### src/rtl/sha256_msg_sched.sv
// sha256_msg_sched
// Producer side of the hash core's per-round word interface. A padded
// 512-bit block is accepted while idle. The scheduler then emits a one-cycle
// load pulse and then one (Wt, Kt, t) triple per cycle for rounds
// 0..ROUNDS-1. The core cannot stall, so the cadence is fixed. A one-cycle
// done pulse follows the last round.
//
// Handshake: block_ready_o is high only in IDLE. A block transfers on the
// rising edge where block_valid_i & block_ready_o are both high. block_i is
// sampled only on that edge and may change afterwards. There is no
// back-pressure on the output side: wt_valid_o marks every round cycle.
//
// Ports
//   clk, rst        clock (rising edge), asynchronous active-high reset
//   block_i         padded block, big-endian (M0 = block_i[511:480])
//   block_valid_i   block_i is valid
//   block_ready_o   idle; a block is accepted when valid & ready
//   load_o          1-cycle pulse to the core's load pin
//   Wt_o, Kt_o      schedule word W[t] and round constant K[t]
//   round_o         round index t
//   wt_valid_o      Wt_o/Kt_o/round_o are valid (forced to 0 otherwise)
//   busy_o          block in flight (LOAD or RUN)
//   done_o          1-cycle pulse in the cycle after the last round
//   state_o         current FSM state (0 IDLE, 1 LOAD, 2 RUN)
// ROUNDS: legal range 16..64. Values below 64 are for debug/formal use only.
module sha256_msg_sched #(
  parameter int ROUNDS = 64
) (
  input  logic         clk,
  input  logic         rst,
  input  logic [511:0] block_i,
  input  logic         block_valid_i,
  output logic         block_ready_o,
  output logic         load_o,
  output logic [31:0]  Wt_o,
  output logic [31:0]  Kt_o,
  output logic [5:0]   round_o,
  output logic         wt_valid_o,
  output logic         busy_o,
  output logic         done_o,
  output logic [1:0]   state_o
);

  typedef enum logic [1:0] {
    S_IDLE = 2'd0,
    S_LOAD = 2'd1,
    S_RUN  = 2'd2
  } state_t;

  localparam logic [31:0] K_TABLE [64] = '{
    32'h428a2f98, 32'h71374491, 32'hb5c0fbcf, 32'he9b5dba5, 32'h3956c25b, 32'h59f111f1, 32'h923f82a4, 32'hab1c5ed5,
    32'hd807aa98, 32'h12835b01, 32'h243185be, 32'h550c7dc3, 32'h72be5d74, 32'h80deb1fe, 32'h9bdc06a7, 32'hc19bf174,
    32'he49b69c1, 32'hefbe4786, 32'h0fc19dc6, 32'h240ca1cc, 32'h2de92c6f, 32'h4a7484aa, 32'h5cb0a9dc, 32'h76f988da,
    32'h983e5152, 32'ha831c66d, 32'hb00327c8, 32'hbf597fc7, 32'hc6e00bf3, 32'hd5a79147, 32'h06ca6351, 32'h14292967,
    32'h27b70a85, 32'h2e1b2138, 32'h4d2c6dfc, 32'h53380d13, 32'h650a7354, 32'h766a0abb, 32'h81c2c92e, 32'h92722c85,
    32'ha2bfe8a1, 32'ha81a664b, 32'hc24b8b70, 32'hc76c51a3, 32'hd192e819, 32'hd6990624, 32'hf40e3585, 32'h106aa070,
    32'h19a4c116, 32'h1e376c08, 32'h2748774c, 32'h34b0bcb5, 32'h391c0cb3, 32'h4ed8aa4a, 32'h5b9cca4f, 32'h682e6ff3,
    32'h748f82ee, 32'h78a5636f, 32'h84c87814, 32'h8cc70208, 32'h90befffa, 32'ha4506ceb, 32'hbef9a3f7, 32'hc67178f2
  };

  state_t      state_q, state_d;
  logic [31:0] w_q [16];
  logic [5:0]  t_q;
  logic        done_q;
  logic        accept;
  logic        last_round;
  logic [31:0] w_next;

  function automatic logic [31:0] sig0(input logic [31:0] x);
    return {x[6:0], x[31:7]} ^ {x[17:0], x[31:18]} ^ {3'b000, x[31:3]};
  endfunction

  function automatic logic [31:0] sig1(input logic [31:0] x);
    return {x[16:0], x[31:17]} ^ {x[18:0], x[31:19]} ^ {10'b0, x[31:10]};
  endfunction

  assign accept     = (state_q == S_IDLE) && block_valid_i;
  assign last_round = (t_q == 6'(ROUNDS - 1));
  // The window holds W[t..t+15], so W[t+16] is built from its fixed taps.
  assign w_next     = sig1(w_q[14]) + w_q[9] + sig0(w_q[1]) + w_q[0];

  // State register
  always_ff @(posedge clk or posedge rst) begin
    if (rst) state_q <= S_IDLE;
    else     state_q <= state_d;
  end

  // Next-state logic
  always_comb begin
    state_d = state_q;
    case (state_q)
      S_IDLE:  if (accept) state_d = S_LOAD;
      S_LOAD:  state_d = S_RUN;
      S_RUN:   if (last_round) state_d = S_IDLE;
      default: state_d = S_IDLE;
    endcase
  end

  // Window, round counter and done flag
  always_ff @(posedge clk or posedge rst) begin
    if (rst) begin
      for (int i = 0; i < 16; i++) w_q[i] <= '0;
      t_q    <= '0;
      done_q <= 1'b0;
    end else begin
      // done lands in the first IDLE cycle, together with ready.
      done_q <= (state_q == S_RUN) && last_round;
      case (state_q)
        S_IDLE: begin
          if (accept) begin
            for (int i = 0; i < 16; i++) w_q[i] <= block_i[511 - 32*i -: 32];
          end
        end
        S_LOAD: t_q <= '0;
        S_RUN: begin
          for (int i = 0; i < 15; i++) w_q[i] <= w_q[i+1];
          w_q[15] <= w_next;
          t_q     <= t_q + 6'd1;
        end
        default: ;
      endcase
    end
  end

  // Outputs are decoded from registered state, so reset clears them at once.
  always_comb begin
    block_ready_o = (state_q == S_IDLE);
    busy_o        = (state_q != S_IDLE);
    load_o        = (state_q == S_LOAD);
    wt_valid_o    = (state_q == S_RUN);
    Wt_o          = '0;
    Kt_o          = '0;
    round_o       = '0;
    if (state_q == S_RUN) begin
      Wt_o    = w_q[0];
      Kt_o    = K_TABLE[t_q];
      round_o = t_q;
    end
    done_o  = done_q;
    state_o = state_q;
  end

endmodule

### config.mk
export PLATFORM = sky130hd
export DESIGN_NAME = sha256_msg_sched
export DESIGN_NICKNAME = d
export VERILOG_FILES = /design/src/rtl/sha256_msg_sched.sv
export SDC_FILE = /design/constraint.sdc
export NUM_CORES = 2
export LEC_CHECK = 0
export ABC_AREA = 1
export BUFFER_PORTS_ARGS = -buffer_cell sky130_fd_sc_hd__buf_2
export CORE_MARGIN = 2
export CORE_UTILIZATION = 44
export CTS_BUF_LIST = sky130_fd_sc_hd__clkbuf_4 sky130_fd_sc_hd__clkbuf_8
export DETAILED_ROUTE_END_ITERATION = 16
export PLACE_DENSITY = 0.77
export SETUP_SLACK_MARGIN = 0.15
export SLEW_MARGIN = 20
export SYNTH_ARGS = -nofsm -noshare
export SYNTH_HDL_FRONTEND = slang
export SYNTH_SLANG_ARGS = --single-unit
### constraint.sdc
create_clock -name clk -period 31.9 [get_ports clk]
set_clock_uncertainty 0.1 [all_clocks]
set_input_delay 9.57 -clock clk [delete_from_list [all_inputs] [get_ports clk]]
set_output_delay 9.57 -clock clk [all_outputs]
set_load 0.03 [all_outputs]
==> flow_summary.ini <==
[global_routing]
grt_use_met1_pct = 46.7
grt_antenna_before_repair = 28
groute.usage.overall_pct = 34.6
first_global_vias = 29807
grt_first_pass_wirelength_um = 189000
layer_carrying_the_most_global_route_usage = met2
grt_overflow = 0
gr-usage-met2_pct = 51.7
grt_util_met3_pct = 7.77
grt_start_max_net_pins = 268

[status]
run_status = finished, final reports clean

[critical_path]
worst_r2r_startpoint = state_o[0]$_DFFE_PP0P_
crit_path_end = Wt_o[10]
timing.critical_path.cells = inv_1 -> ha_4 -> buf_12 -> buf_4 -> nand2_1 -> inv_1 -> buf_2
timing.critical_path.fanout_max = 202
critical_path_buf_inv_count = 5
setup.worst_path.start_class = flip-flop
timing.reg2reg.setup_slack_ns = 27.66
crit_type = flip-flop to primary output
critical_path.top_delay_family = buffers and inverters
crit_arrival_ns = 3.81
setup.worst_path.start = state_o[0]$_DFFE_PP0P_
cp_data_required_time_ns = 22.23
cp_num_cells = 7
crit-reg2reg-capture = w_q[355]$_DFFE_PP0P_
largest_stage_delay_worst_path_ns = 0.61
most_frequent_cell_on_critical_path = sky130_fd_sc_hd__inv_1
rr_worst_depth = 8
slowest_stage = sky130_fd_sc_hd__buf_4
worstSetupEndpointType = primary output

[sta]
worstMarginPinSlew_ns = 1.29
timing.final.crit_share_pct = 42.2
hold_viol = 0
min_period_ns = 13.48
max_freq_mhz = 74.2
timing.hold.ws_ns = 0.383
grt_setup_unrepaired = false
report.final.slew_viol_count = 0
timing.slew.headroom_pct = 14.1
tns_ns = 0
setup_violations = 0

[die]
start_util_pct = 44.7
design.portCount = 592
placement_rows = 97
floorplan.die.width_um = 271
die_height_um = 271
die_area_um2 = 73500
coreArea_um2 = 70300

[synthesis]
postSynthCellCount = 4289
synth_nets = 4918
yosysMostFrequentCell = sky130_fd_sc_hd__nand2_1
synth_top_area_cell = sky130_fd_sc_hd__dfrtp_1
postSynthAreaPerCell_um2 = 7.32
synth.top_cells.by_count = 1399 x sky130_fd_sc_hd__nand2_1, 618 x sky130_fd_sc_hd__nor2_1, 521 x sky130_fd_sc_hd__dfrtp_1
synth-seq-cells = 521
post_synthesis_cell_area_um2 = 31400
sequential_cell_area_fraction_in_the_yosys_report_pct = 41.6
synth_ff_type = sky130_fd_sc_hd__dfrtp_1
synthDistinctLibCells = 49
netlist.area_leader.share_pct = 41.6
synth_async_sr_flop_share_pct = 100
synth-edff-count = 0
synthesis.yosys.warnings = 0
cell_types_occupying_the_most_area_after_synthesis = sky130_fd_sc_hd__dfrtp_1 42%, sky130_fd_sc_hd__nand2_1 17%, sky130_fd_sc_hd__a31oi_1 9.9%

[clock_tree]
cts_buf_count = 90
number_of_levels_in_the_clock_h_tree = 3
cts_buffer_depth = 3
clock_tree_from_tritoncts = built
clkTransAtPathRegs_ns = 0.06
clock_sinks = 521
cts_setup_buffers = 0
post_cts_hold_buffer_count = 0
clkLatencyLatePin_ns = 0.73
clockRootBuffer = sky130_fd_sc_hd__clkbuf_8
cts.repair.resized = 0

[drt]
num_vias = 31749
first_iter_violations = 4149
detail_route.wl_per_cell_um = 22.8
antenna_left = 0
wirelength_um = 130000
drt_pre_antenna_iters = 8
drc_errors = 0
viasPerCell = 5.55

[placed_design]
placement.io_buffers = 591
final_hpwl_dp_um = 99200
place_congestion = 1.03
placed_cells_incl_taps = 5539

[finish]
flow.area_growth_from_synthesis_pct = 16.2
fin_cells = 5719
fillers = 6877
post_route_cells_drive_above_1_share_pct = 16.9
fin_nets = 5321

[hold_path]
timing.hold.worst.start = w_q[20]$_DFFE_PP0P_
hold_path_class = flip-flop to flip-flop

[run]
max_cap_violations = 0
-- cell families (layout without fill, tap and decap cells) --
group	Yosys count	after routing	share of synthesized area (%)
AO/OA/AOI/OAI	738	738	14.3
XOR/XNOR	127	127	3.54
adder cells (fa/ha/maj)	114	114	6.03
buffers and inverters	652	1119	8.39
flip-flops	521	521	41.6
other	0	23	0
AND/OR/NAND/NOR	2137	2137	26.1
-- how the worst min path moves through the flow --
stage	end	slack [ns]	cells after the start
2_1_floorplan	w_q[16]$_DFFE_PP0P_	0.35	2
3_3_place_gp	w_q[12]$_DFFE_PP0P_	0.36	2
3_5_place_dp	w_q[18]$_DFFE_PP0P_	0.37	2
4_1_cts	w_q[24]$_DFFE_PP0P_	0.39	2
5_1_grt	w_q[14]$_DFFE_PP0P_	0.41	2
6_report	w_q[20]$_DFFE_PP0P_	0.38	2
-- final cells by class --
type                       count  area, µm²  share of cell area [%]
antenna                       23       57.6                   0.158
clock inverter                15        176                   0.484
sequential                   521      13000                    35.8
tap                          940       1180                    3.23
multi-input combinational   3116      15700                    43.1
inverter                     341       1290                    3.55
timing repair buffer         622       3250                    8.92
clock buffer                 141       1730                    4.76
-- sequential cells by signal, indices dropped and copies added (netlist names) --
register,flops
w_q,512
t_q,6
state_o,2
done_o,1
-- layer usage --
| metal | vias up | routed length (µm) |
|---|---|---|
| li1 | 14657 | - |
| met1 | 15026 | 52900 |
| met2 | 1729 | 57000 |
| met3 | 329 | 12800 |
| met4 | 8 | 7610 |
| met5 | - | 46 |
-- through the flow --
stage          util [%]  cell area [µm²]  setup slack, ns
5_1_grt            51.9            36500            18.21
4_1_cts            51.8            36400            18.37
6_report           51.9            36500            18.42
2_1_floorplan         -            31400             7.67
3_5_place_dp       49.0            34500            19.13
3_3_place_gp       49.0            34500            19.13
-- placed cells by master (no fill, tap or decap), types with 5 or more instances in the layout --
cell type / n
sky130_fd_sc_hd__a21oi_1: 78
sky130_fd_sc_hd__a221oi_1: 5
sky130_fd_sc_hd__a31oi_1: 495
sky130_fd_sc_hd__buf_2: 591
sky130_fd_sc_hd__buf_4: 26
sky130_fd_sc_hd__clkbuf_4: 33
sky130_fd_sc_hd__clkbuf_8: 108
sky130_fd_sc_hd__dfrtp_1: 519
sky130_fd_sc_hd__diode_2: 23
sky130_fd_sc_hd__fa_1: 62
sky130_fd_sc_hd__ha_1: 51
sky130_fd_sc_hd__inv_1: 326
sky130_fd_sc_hd__inv_2: 12
sky130_fd_sc_hd__nand2_1: 1399
sky130_fd_sc_hd__nand3_1: 80
sky130_fd_sc_hd__nand4_1: 6
sky130_fd_sc_hd__nor2_1: 618
sky130_fd_sc_hd__nor3_1: 19
sky130_fd_sc_hd__o211ai_1: 9
sky130_fd_sc_hd__o21ai_0: 83
sky130_fd_sc_hd__o21ai_1: 13
sky130_fd_sc_hd__o21bai_1: 6
sky130_fd_sc_hd__o22ai_1: 16
sky130_fd_sc_hd__xnor2_1: 68
sky130_fd_sc_hd__xor2_1: 59
-- worst min-delay path, stage by stage, from the launching register on --
cell                      delay [ns]
sky130_fd_sc_hd__dfrtp_1        0.34
sky130_fd_sc_hd__nand2_1        0.05
sky130_fd_sc_hd__nand2_1        0.06
Power is left out: the tool's default activity adds up to more than one toggle a clock period on the data nets, which glitch-free logic cannot reach.
